**config.mk**
```make
export PLATFORM = sky130hd
export DESIGN_NAME = fetch_unit_flat
export DESIGN_NICKNAME = d
export VERILOG_FILES = /design/src/rtl/fetch_unit_pkg.sv /design/src/rtl/fetch_unit_if.sv /design/src/rtl/fetch_unit_jump_lut.sv /design/src/rtl/fetch_unit.sv /design/src/flat_wrapper.sv
export SDC_FILE = /design/constraint.sdc
export NUM_CORES = 1
export LEC_CHECK = 0
export BUFFER_PORTS_ARGS = -buffer_cell sky130_fd_sc_hd__buf_2
export CAP_MARGIN = 20
export CORE_MARGIN = 2
export CORE_UTILIZATION = 64
export DETAILED_ROUTE_END_ITERATION = 6
export PLACE_DENSITY = 0.86
export SYNTH_ARGS = -nofsm -noshare
export SYNTH_HDL_FRONTEND = slang
export SYNTH_SLANG_ARGS = --single-unit
export TNS_END_PERCENT = 1
```
**constraint.sdc**
```tcl
create_clock -name clk -period 2.6 [get_ports clk]
set_clock_uncertainty 0.15 [all_clocks]
set_input_delay 0.52 -clock clk [delete_from_list [all_inputs] [get_ports clk]]
set_output_delay 0.52 -clock clk [all_outputs]
set_load 0.005 [all_outputs]
```
**src/rtl/fetch_unit_pkg.sv**
```systemverilog
// fetch_pkg: default widths and FSM state type shared by the fetch stage
package fetch_pkg;
  localparam int PC_W = 10;
  localparam int INSTR_W = 9;
  localparam int LUT_IDX_W = 4;
  typedef enum logic [1:0] {IDLE, RUN, DONE} fetch_state_t;
endpackage

```
**src/rtl/fetch_unit_if.sv**
```systemverilog
// fetch_if: instruction memory bus plus decoder-facing instruction stream
interface fetch_if #(
  parameter int PC_W = fetch_pkg::PC_W,
  parameter int INSTR_W = fetch_pkg::INSTR_W
);
  logic [PC_W-1:0] imem_addr;
  logic [INSTR_W-1:0] imem_rdata;
  logic [INSTR_W-1:0] instr_out;
  logic [PC_W-1:0] instr_pc;
  logic instr_valid;
  modport master (output imem_addr, instr_out, instr_pc, instr_valid, input imem_rdata);
  modport slave (input imem_addr, instr_out, instr_pc, instr_valid, output imem_rdata);
endinterface

```
**src/rtl/fetch_unit_jump_lut.sv**
```systemverilog
// jump_lut: programmable branch-target table, one write port, combinational read (old data on same-index write)
module jump_lut #(
  parameter int IDX_W = fetch_pkg::LUT_IDX_W,
  parameter int W = fetch_pkg::PC_W
) (
  input  logic             clk,
  input  logic             rst_n,
  input  logic             we,
  input  logic [IDX_W-1:0] waddr,
  input  logic [W-1:0]     wdata,
  input  logic [IDX_W-1:0] raddr,
  output logic [W-1:0]     rdata
);
  logic [2**IDX_W-1:0][W-1:0] mem_q, mem_d;
  // Next table contents: a single entry replaced on write
  always_comb begin
    mem_d = mem_q;
    if (we) mem_d[waddr] = wdata;
  end
  // Table storage, cleared by reset
  always_ff @(posedge clk or negedge rst_n) begin
    if (!rst_n) mem_q <= '0;
    else mem_q <= mem_d;
  end
  assign rdata = mem_q[raddr];
endmodule

```
**src/rtl/fetch_unit.sv**
```systemverilog
// fetch_unit: PC/fetch stage with 1-cycle imem, stall, halt and LUT branches; FETCH_PERF_CNT_EN adds perf counters
module fetch_unit #(
  parameter int PC_W = fetch_pkg::PC_W,
  parameter int INSTR_W = fetch_pkg::INSTR_W,
  parameter int LUT_IDX_W = fetch_pkg::LUT_IDX_W
) (
  input  logic                 clk,
  input  logic                 rst_n,
  input  logic                 start,
  input  logic                 stall,
  input  logic                 halt_in,
  input  logic                 branch_taken,
  input  logic [LUT_IDX_W-1:0] branch_idx,
  input  logic                 lut_we,
  input  logic [LUT_IDX_W-1:0] lut_waddr,
  input  logic [PC_W-1:0]      lut_wdata,
  fetch_if.master              bus,
  output logic                 done
`ifdef FETCH_PERF_CNT_EN
  ,
  output logic [15:0]          perf_instr_cnt,
  output logic [15:0]          perf_bubble_cnt
`endif
);
  import fetch_pkg::*;
  fetch_state_t state_q, state_d;
  logic [PC_W-1:0] pc_q, pc_d, cur_pc_q, cur_pc_d, lut_rdata;
  logic valid_q, valid_d, done_q, done_d;
  logic run, go, accept, taken;
  jump_lut #(.IDX_W(LUT_IDX_W), .W(PC_W)) u_lut (
    .clk(clk), .rst_n(rst_n), .we(lut_we), .waddr(lut_waddr), .wdata(lut_wdata),
    .raddr(branch_idx), .rdata(lut_rdata)
  );
  assign run = state_q == RUN;
  assign go = start && !run;
  assign accept = run && valid_q && !stall;
  assign taken = accept && branch_taken;
  // Next state: launch, halt acceptance, or advance (a taken branch squashes the pc+1 fetch)
  always_comb begin
    state_d = state_q;
    pc_d = pc_q;
    cur_pc_d = cur_pc_q;
    valid_d = valid_q;
    done_d = done_q;
    if (go) begin
      state_d = RUN;
      pc_d = '0;
      cur_pc_d = '0;
      valid_d = 1'b0;
      done_d = 1'b0;
    end else if (accept && halt_in) begin
      state_d = DONE;
      valid_d = 1'b0;
      done_d = 1'b1;
    end else if (run && !stall) begin
      cur_pc_d = pc_q;
      pc_d = taken ? lut_rdata : pc_q + 1'b1;
      valid_d = !taken;
    end
  end
  // FSM and fetch registers
  always_ff @(posedge clk or negedge rst_n) begin
    if (!rst_n) begin
      state_q <= IDLE;
      pc_q <= '0;
      cur_pc_q <= '0;
      valid_q <= 1'b0;
      done_q <= 1'b0;
    end else begin
      state_q <= state_d;
      pc_q <= pc_d;
      cur_pc_q <= cur_pc_d;
      valid_q <= valid_d;
      done_q <= done_d;
    end
  end
  assign bus.imem_addr = (run && stall) ? cur_pc_q : pc_q;
  assign bus.instr_out = bus.imem_rdata;
  assign bus.instr_pc = cur_pc_q;
  assign bus.instr_valid = valid_q && run;
  assign done = done_q;
`ifdef FETCH_PERF_CNT_EN
  logic [15:0] icnt_q, icnt_d, bcnt_q, bcnt_d;
  // Saturating counters; the launch cycle itself is the first startup bubble
  always_comb begin
    icnt_d = go ? 16'd0 : (accept && icnt_q != 16'hFFFF) ? icnt_q + 16'd1 : icnt_q;
    bcnt_d = go ? 16'd1 : (run && !valid_q && bcnt_q != 16'hFFFF) ? bcnt_q + 16'd1 : bcnt_q;
  end
  // Counter registers
  always_ff @(posedge clk or negedge rst_n) begin
    if (!rst_n) begin
      icnt_q <= '0;
      bcnt_q <= '0;
    end else begin
      icnt_q <= icnt_d;
      bcnt_q <= bcnt_d;
    end
  end
  assign perf_instr_cnt = icnt_q;
  assign perf_bubble_cnt = bcnt_q;
`endif
endmodule

```
**src/flat_wrapper.sv**
```systemverilog
// flat-port wrapper written by rule: the top's interface ports become plain ports
module fetch_unit_flat import fetch_pkg::*;
#(
  parameter int PC_W = fetch_pkg::PC_W,
  parameter int INSTR_W = fetch_pkg::INSTR_W,
  parameter int LUT_IDX_W = fetch_pkg::LUT_IDX_W
)
  (clk, rst_n, start, stall, halt_in, branch_taken, branch_idx, lut_we, lut_waddr, lut_wdata, done, bus_imem_addr, bus_instr_out, bus_instr_pc, bus_instr_valid, bus_imem_rdata);
  fetch_if #(.PC_W(PC_W), .INSTR_W(INSTR_W)) bus_i ();
  input  logic clk;
  input  logic rst_n;
  input  logic start;
  input  logic stall;
  input  logic halt_in;
  input  logic branch_taken;
  input  logic [LUT_IDX_W-1:0] branch_idx;
  input  logic lut_we;
  input  logic [LUT_IDX_W-1:0] lut_waddr;
  input  logic [PC_W-1:0] lut_wdata;
  output logic done;
  output wire logic [$bits(bus_i.imem_addr)-1:0] bus_imem_addr;
  output wire logic [$bits(bus_i.instr_out)-1:0] bus_instr_out;
  output wire logic [$bits(bus_i.instr_pc)-1:0] bus_instr_pc;
  output wire logic [$bits(bus_i.instr_valid)-1:0] bus_instr_valid;
  input wire logic [$bits(bus_i.imem_rdata)-1:0] bus_imem_rdata;
  assign bus_imem_addr = bus_i.imem_addr;
  assign bus_instr_out = bus_i.instr_out;
  assign bus_instr_pc = bus_i.instr_pc;
  assign bus_instr_valid = bus_i.instr_valid;
  assign bus_i.imem_rdata = bus_imem_rdata;
  fetch_unit #(.PC_W(PC_W), .INSTR_W(INSTR_W), .LUT_IDX_W(LUT_IDX_W)) u_core (.clk(clk), .rst_n(rst_n), .start(start), .stall(stall), .halt_in(halt_in), .branch_taken(branch_taken), .branch_idx(branch_idx), .lut_we(lut_we), .lut_waddr(lut_waddr), .lut_wdata(lut_wdata), .bus(bus_i), .done(done));
endmodule
```
=== After elaboration in Yosys (flattened, before gate mapping) ===
Index checks and enable logic that the tools add are counted.

* Register bits after elaboration: 184
* Input port bits: 34
* Output and inout bits: 31
* Word-level logic and storage cells: 62

* $add $sub $neg: 1
* Order comparisons: 3
* Eq/ne operators: 2
* Multiplexer cells: 20
* Reductions and logical operators: 15

{| class="wikitable"
|+ Operators by type and width
! kind !! count
|-
| $bwmux W160 || 1
|-
| $mux W10 || 10
|-
| $bmux W10 S4 || 1
|-
| $demux W10 S4 || 1
|-
| $add A10 B1 Y10 const B || 1
|-
| $lt A4 B5 Y1 const B || 2
|-
| $logic_and A1 B1 Y1 || 8
|-
| $mux W1 || 5
|-
| $ge A4 B1 Y1 const B || 1
|-
| $mux W2 || 2
|-
| $reduce_bool A2 Y1 || 2
|-
| $logic_not A1 Y1 || 3
|-
| $reduce_bool A3 Y1 || 1
|-
| $eq A2 B1 Y1 const B || 1
|-
| $ne A2 B1 Y1 const B || 1
|-
| $reduce_and A2 Y1 || 1
|}

=== Depth between registers and ports, before layout ===
* Depth in word-level cells: 8
* Depth in mapped cells: 7
* Gate-level depth less buffers: 5

=== Cells and area by module ===
From an unflattened synthesis, not the netlist that was laid out.

* Cells, all modules: 599
* Area total of the unflattened synthesis: 8758.4 sq um

{| class="wikitable"
|+ By module, submodules not included
! module !! instances !! cells each !! area an instance (sq um) !! sequential area each (sq um)
|-
| jump_lut || 1 || 447 || 7350.8 || 4003.8
|-
| fetch_unit || 1 || 152 || 1407.6 || 575.6
|}

=== Least setup slack after synthesis ===
No wires, ideal clock.

* Path type: input-to-reg
* Start: in branch_idx[0]
* End: reg u_core.pc_q[2]
* Library setup time: 138 ps
* Data arrival time: 1733 ps
* Required time: 2312 ps
* Setup slack: 579 ps
* Stages on the path: 6
* Buffers on the path: 3
* Path through: buf_6 > buf_6 > buf_2 > mux4_2 > a22oi_1 > o211ai_1

* Cells in the longest elaborated chain, start to end: 6

{| class="wikitable"
|+ Ends and longest elaborated chain
! item !! RTL line !! text
|-
| start, declared || flat_wrapper.sv:16 || <nowiki>input logic [LUT_IDX_W-1:0] branch_idx;</nowiki>
|-
| $bmux W10 S4 || fetch_unit_jump_lut.sv:25 || <nowiki>assign rdata = mem_q[raddr];</nowiki>
|-
| $mux W10 (not written as such) || fetch_unit_jump_lut.sv:25 ||
|-
| $mux W10 || fetch_unit.sv:57 || <nowiki>pc_d = taken ? lut_rdata : pc_q + 1'b1;</nowiki>
|-
| $mux W10 || fetch_unit.sv:55 || <nowiki>end else if (run && !stall) begin</nowiki>
|-
| $mux W10 || fetch_unit.sv:51 || <nowiki>end else if (accept && halt_in) begin</nowiki>
|-
| $mux W10 || fetch_unit.sv:45 || <nowiki>if (go) begin</nowiki>
|-
| end signal, assigned || fetch_unit.sv:71 || <nowiki>pc_q <= pc_d;</nowiki>
|-
| end, declared || fetch_unit.sv:27 || <nowiki>logic [PC_W-1:0] pc_q, pc_d, cur_pc_q, cur_pc_d, lut_rdata;</nowiki>
|}

No other way between the ends. The select of a mux whose other input is x is not followed.
A chain may end at the register's enable or synchronous reset.

=== Worst setup path in the final report ===
* Start: reg u_core.state_q[0]
* End: out bus_imem_addr[1]

* Cells in the longest elaborated chain, start to end: 3

{| class="wikitable"
|+ Ends and longest elaborated chain
! item !! RTL line !! text
|-
| start, declared || fetch_unit.sv:26 || <nowiki>fetch_state_t state_q, state_d;</nowiki>
|-
| start signal, assigned || fetch_unit.sv:70 || <nowiki>state_q <= state_d;</nowiki>
|-
| $eq A2 B1 Y1 || fetch_unit.sv:34 || <nowiki>assign run = state_q == RUN;</nowiki>
|-
| $logic_and A1 B1 Y1 || fetch_unit.sv:77 || <nowiki>assign bus.imem_addr = (run && stall) ? cur_pc_q : pc_q;</nowiki>
|-
| $mux W10 || fetch_unit.sv:77 ||
|-
| end, declared || flat_wrapper.sv:21 || <nowiki>output wire logic [$bits(bus_i.imem_addr)-1:0] bus_imem_addr;</nowiki>
|}

No other way between the ends.

==> impl_metrics.tcl <==
set metrics [dict create \
    synth_compound_area_share_pct 4.222 \
    pin_count 65 \
    end_kind "output pin" \
    cp.required_ns 1.93 \
    place_inst 820 \
    cts_setup_buffers 0 \
    muxShareOfSynthArea_pct 33.53 \
    cts_buffers 17 \
    async_flop_share_pct 100.0 \
    nets 699 \
    synthesis.area_um2 8743 \
    synthCells 612 \
    cp.arrival_ns 1.72 \
    synth_ff_type "dfrtp_1" \
    grt_max_degree 66 \
    ir_worst_vdd_uv 627.6 \
    cts_tree "built" \
    hold_violations 0 \
    cts_max_level 4 \
    clock-sinks 183 \
    busiest_layer "met2" \
    dr.pass1.iters 6 \
    clockBufferDepth 2 \
    antenna_cells 0 \
    synth-xor-area-share_pct 0 \
    die_w_um 120.9 \
    place.gp.congestion 0.8729 \
    grt_pass1_vias 6004 \
    fin_tns_setup_ns 0 \
    whs_ns 0.1632 \
    overflow 0 \
    run_status "complete, no violations" \
    drc 0 \
    die_y_um 120.9 \
    fin_total_pwr_w 0.008282 \
    fin_util_pct 73.51 \
    rsz0062_at_grt "no" \
    synth_fa_ha_area_share_pct 0.1431 \
    drive_above_1_share_pct 46.01 \
    port_buffers 46 \
    power.leakage_nw 4.349 \
    via_count 5699 \
    use_met2_pct 48.53 \
    fin_crit_ns 2.391 \
    grt_use_met1_pct 41.93 \
    row_count 42 \
    synth_edf_count 0 \
    cap_viol_max_count 0 \
    synth_simple_gate_area_share_pct 6.726 \
    synth_top_family_by_area "multiplexers" \
    setup_violations 0 \
    slew_violations 0 \
    crit_type "reg2out" \
    ys_seq_area_share_pct 52.38 \
    clk_pin_slew_ns 0.06 \
    max_freq_ghz 0.4183 \
    hpwl_mm 13.32 \
    dieArea_um2 14610 \
    postRouteAntennaNets 0 \
    powerDensity_nw_per_um2 847.4 \
    syn_area_per_cell_um2 14.29 \
    synthToLayoutAreaGrowth_pct 11.78 \
    grt_pass1_wl_mm 33.44 \
    synth_nets 647 \
    antenna_found_initial 0 \
    drt_iter0_drc 759 \
    fin_cells 852 \
    synth_warnings 0 \
    start_util_pct 65.76 \
    worst_slew_pin_slew_ns 0.8735 \
    core_area_um2 13300 \
    wirelength_mm 21.18 \
    slew_headroom_pct 41.76 \
    cp_max_fo 10 \
    clock_latency_ns 0.44 \
    yosys_register_bits 183 \
    use_met3_pct 7.754 \
    period_share_pct 91.95 \
    cts-root-buf "clkbuf_16" \
    viasPerCell 6.689 \
    hold_path.class "in2reg" \
    wl_per_cell_um 24.86 \
    ys_types 54 \
    groute.usage.overall_pct 31.04 \
    startpoint_type "flop" \
]
## timing repair
| action | CTS | global route |
|---|---|---|
| hold buffers | 1 | 0 |
| endpoints found under the setup margin | 0 | 6 |
| gates resized for setup | 0 | 1 |
| endpoints found under the hold margin | 48 | 0 |
## per-stage QoR
stage	setup WS [ns]	instance area, µm²
after floorplan	0.5791	8743
after global placement	0.3120	9200
after detailed placement	0.2504	9200
after CTS	0.06518	9771
after global routing	0.1162	9773
final	0.2092	9773
## worst paths after layout
check,from,end,slack [ns],depth (start not counted)
setup / recovery,u_core.state_q[0],bus_imem_addr[1],0.21,4
min in group asynchronous,rst_n,u_core.u_lut.mem_q[84],0.45,2
hold reg to reg,u_core.u_lut.mem_q[122],u_core.u_lut.mem_q[122],0.36,1
setup reg to reg,u_core.done,u_core.pc_q[4],0.66,4
hold / removal,start,u_core.done,0.16,2
max in group asynchronous,rst_n,u_core.u_lut.mem_q[85],1.14,3
## metal layers
| layer | share of wire [%] | wire (µm) |
|---|---|---|
| met3 | 7.5 | 1589 |
| met2 | 48 | 10260 |
| met4 | 3.4 | 713 |
| met5 | 0 | 0 |
| met1 | 41 | 8612 |
## critical path, cell delays in order (launching register included)
cell,delay [ns]
dfrtp_1,0.41
nor2b_1,0.16
nand2_2,0.21
mux2_2,0.37
buf_2,0.13
## cells by family (layout without fill, tap and decap cells)
group,count (synthesis),after routing
buf+inv,46,110
simple gates,106,106
fa+ha+maj,1,1
compound gates,53,53
flops,183,183
mux,223,223
## placed cells by master, fill, tap and decap left out, types with 9 or more instances in the layout
master	netlist	layout
dfrtp_1	183	183
nor2_2	9	9
mux2_2	167	167
clkbuf_16	0	17
mux4_2	22	22
mux2i_1	18	18
nand2_1	36	35
o21ai_0	13	13
buf_4	9	25
mux4_1	13	13
buf_2	14	45
## cell type report
cell class                      count  area [µm²]
Clock inverter                      8       72.57
Sequential cell                   183        4579
Tap cell                          176       220.2
Clock buffer                       23       488.0
Timing Repair Buffer               75       494.2
Multi-Input combinational cell    383        3904
Inverter                            4       15.01
Fill cell                         776        3522
## synthesized netlist by cell type, types with 4 or more instances
cell	count	area share, %
dfrtp_1	183	52
nand3_1	6	0.34
and3_1	5	0.36
mux2i_1	18	2.1
mux2_2	167	22
nand2_1	36	1.5
nand3b_1	6	0.52
nor3_1	7	0.40
o211ai_1	4	0.34
nor2_1	6	0.26
inv_1	4	0.17
o21ai_0	13	0.74
a31oi_1	4	0.29
a22oi_1	7	0.60
nor2b_1	4	0.29
buf_4	9	0.77
nand4_1	4	0.29
a21oi_1	5	0.29
mux4_1	13	3.9
clkbuf_1	14	0.60
mux4_2	22	5.7
nor2_2	9	0.64
nand2b_1	6	0.43
buf_2	14	0.80
## where the power goes
| group | switching [W] | internal (W) |
|---|---|---|
| registers | 0.000470 | 0.00354 |
| logic | 0.000794 | 0.00102 |
| clock network | 0.00106 | 0.00141 |
## state kept, by name (all words and copies together) (netlist names)
signal and flops:
u_core.u_lut.mem_q 160, u_core.done 1, u_core.state_q 1, u_core.bus.instr_pc 10, u_core.pc_q 10, u_core.valid_q 1
Note: power is estimated with default switching activity, not from simulation.
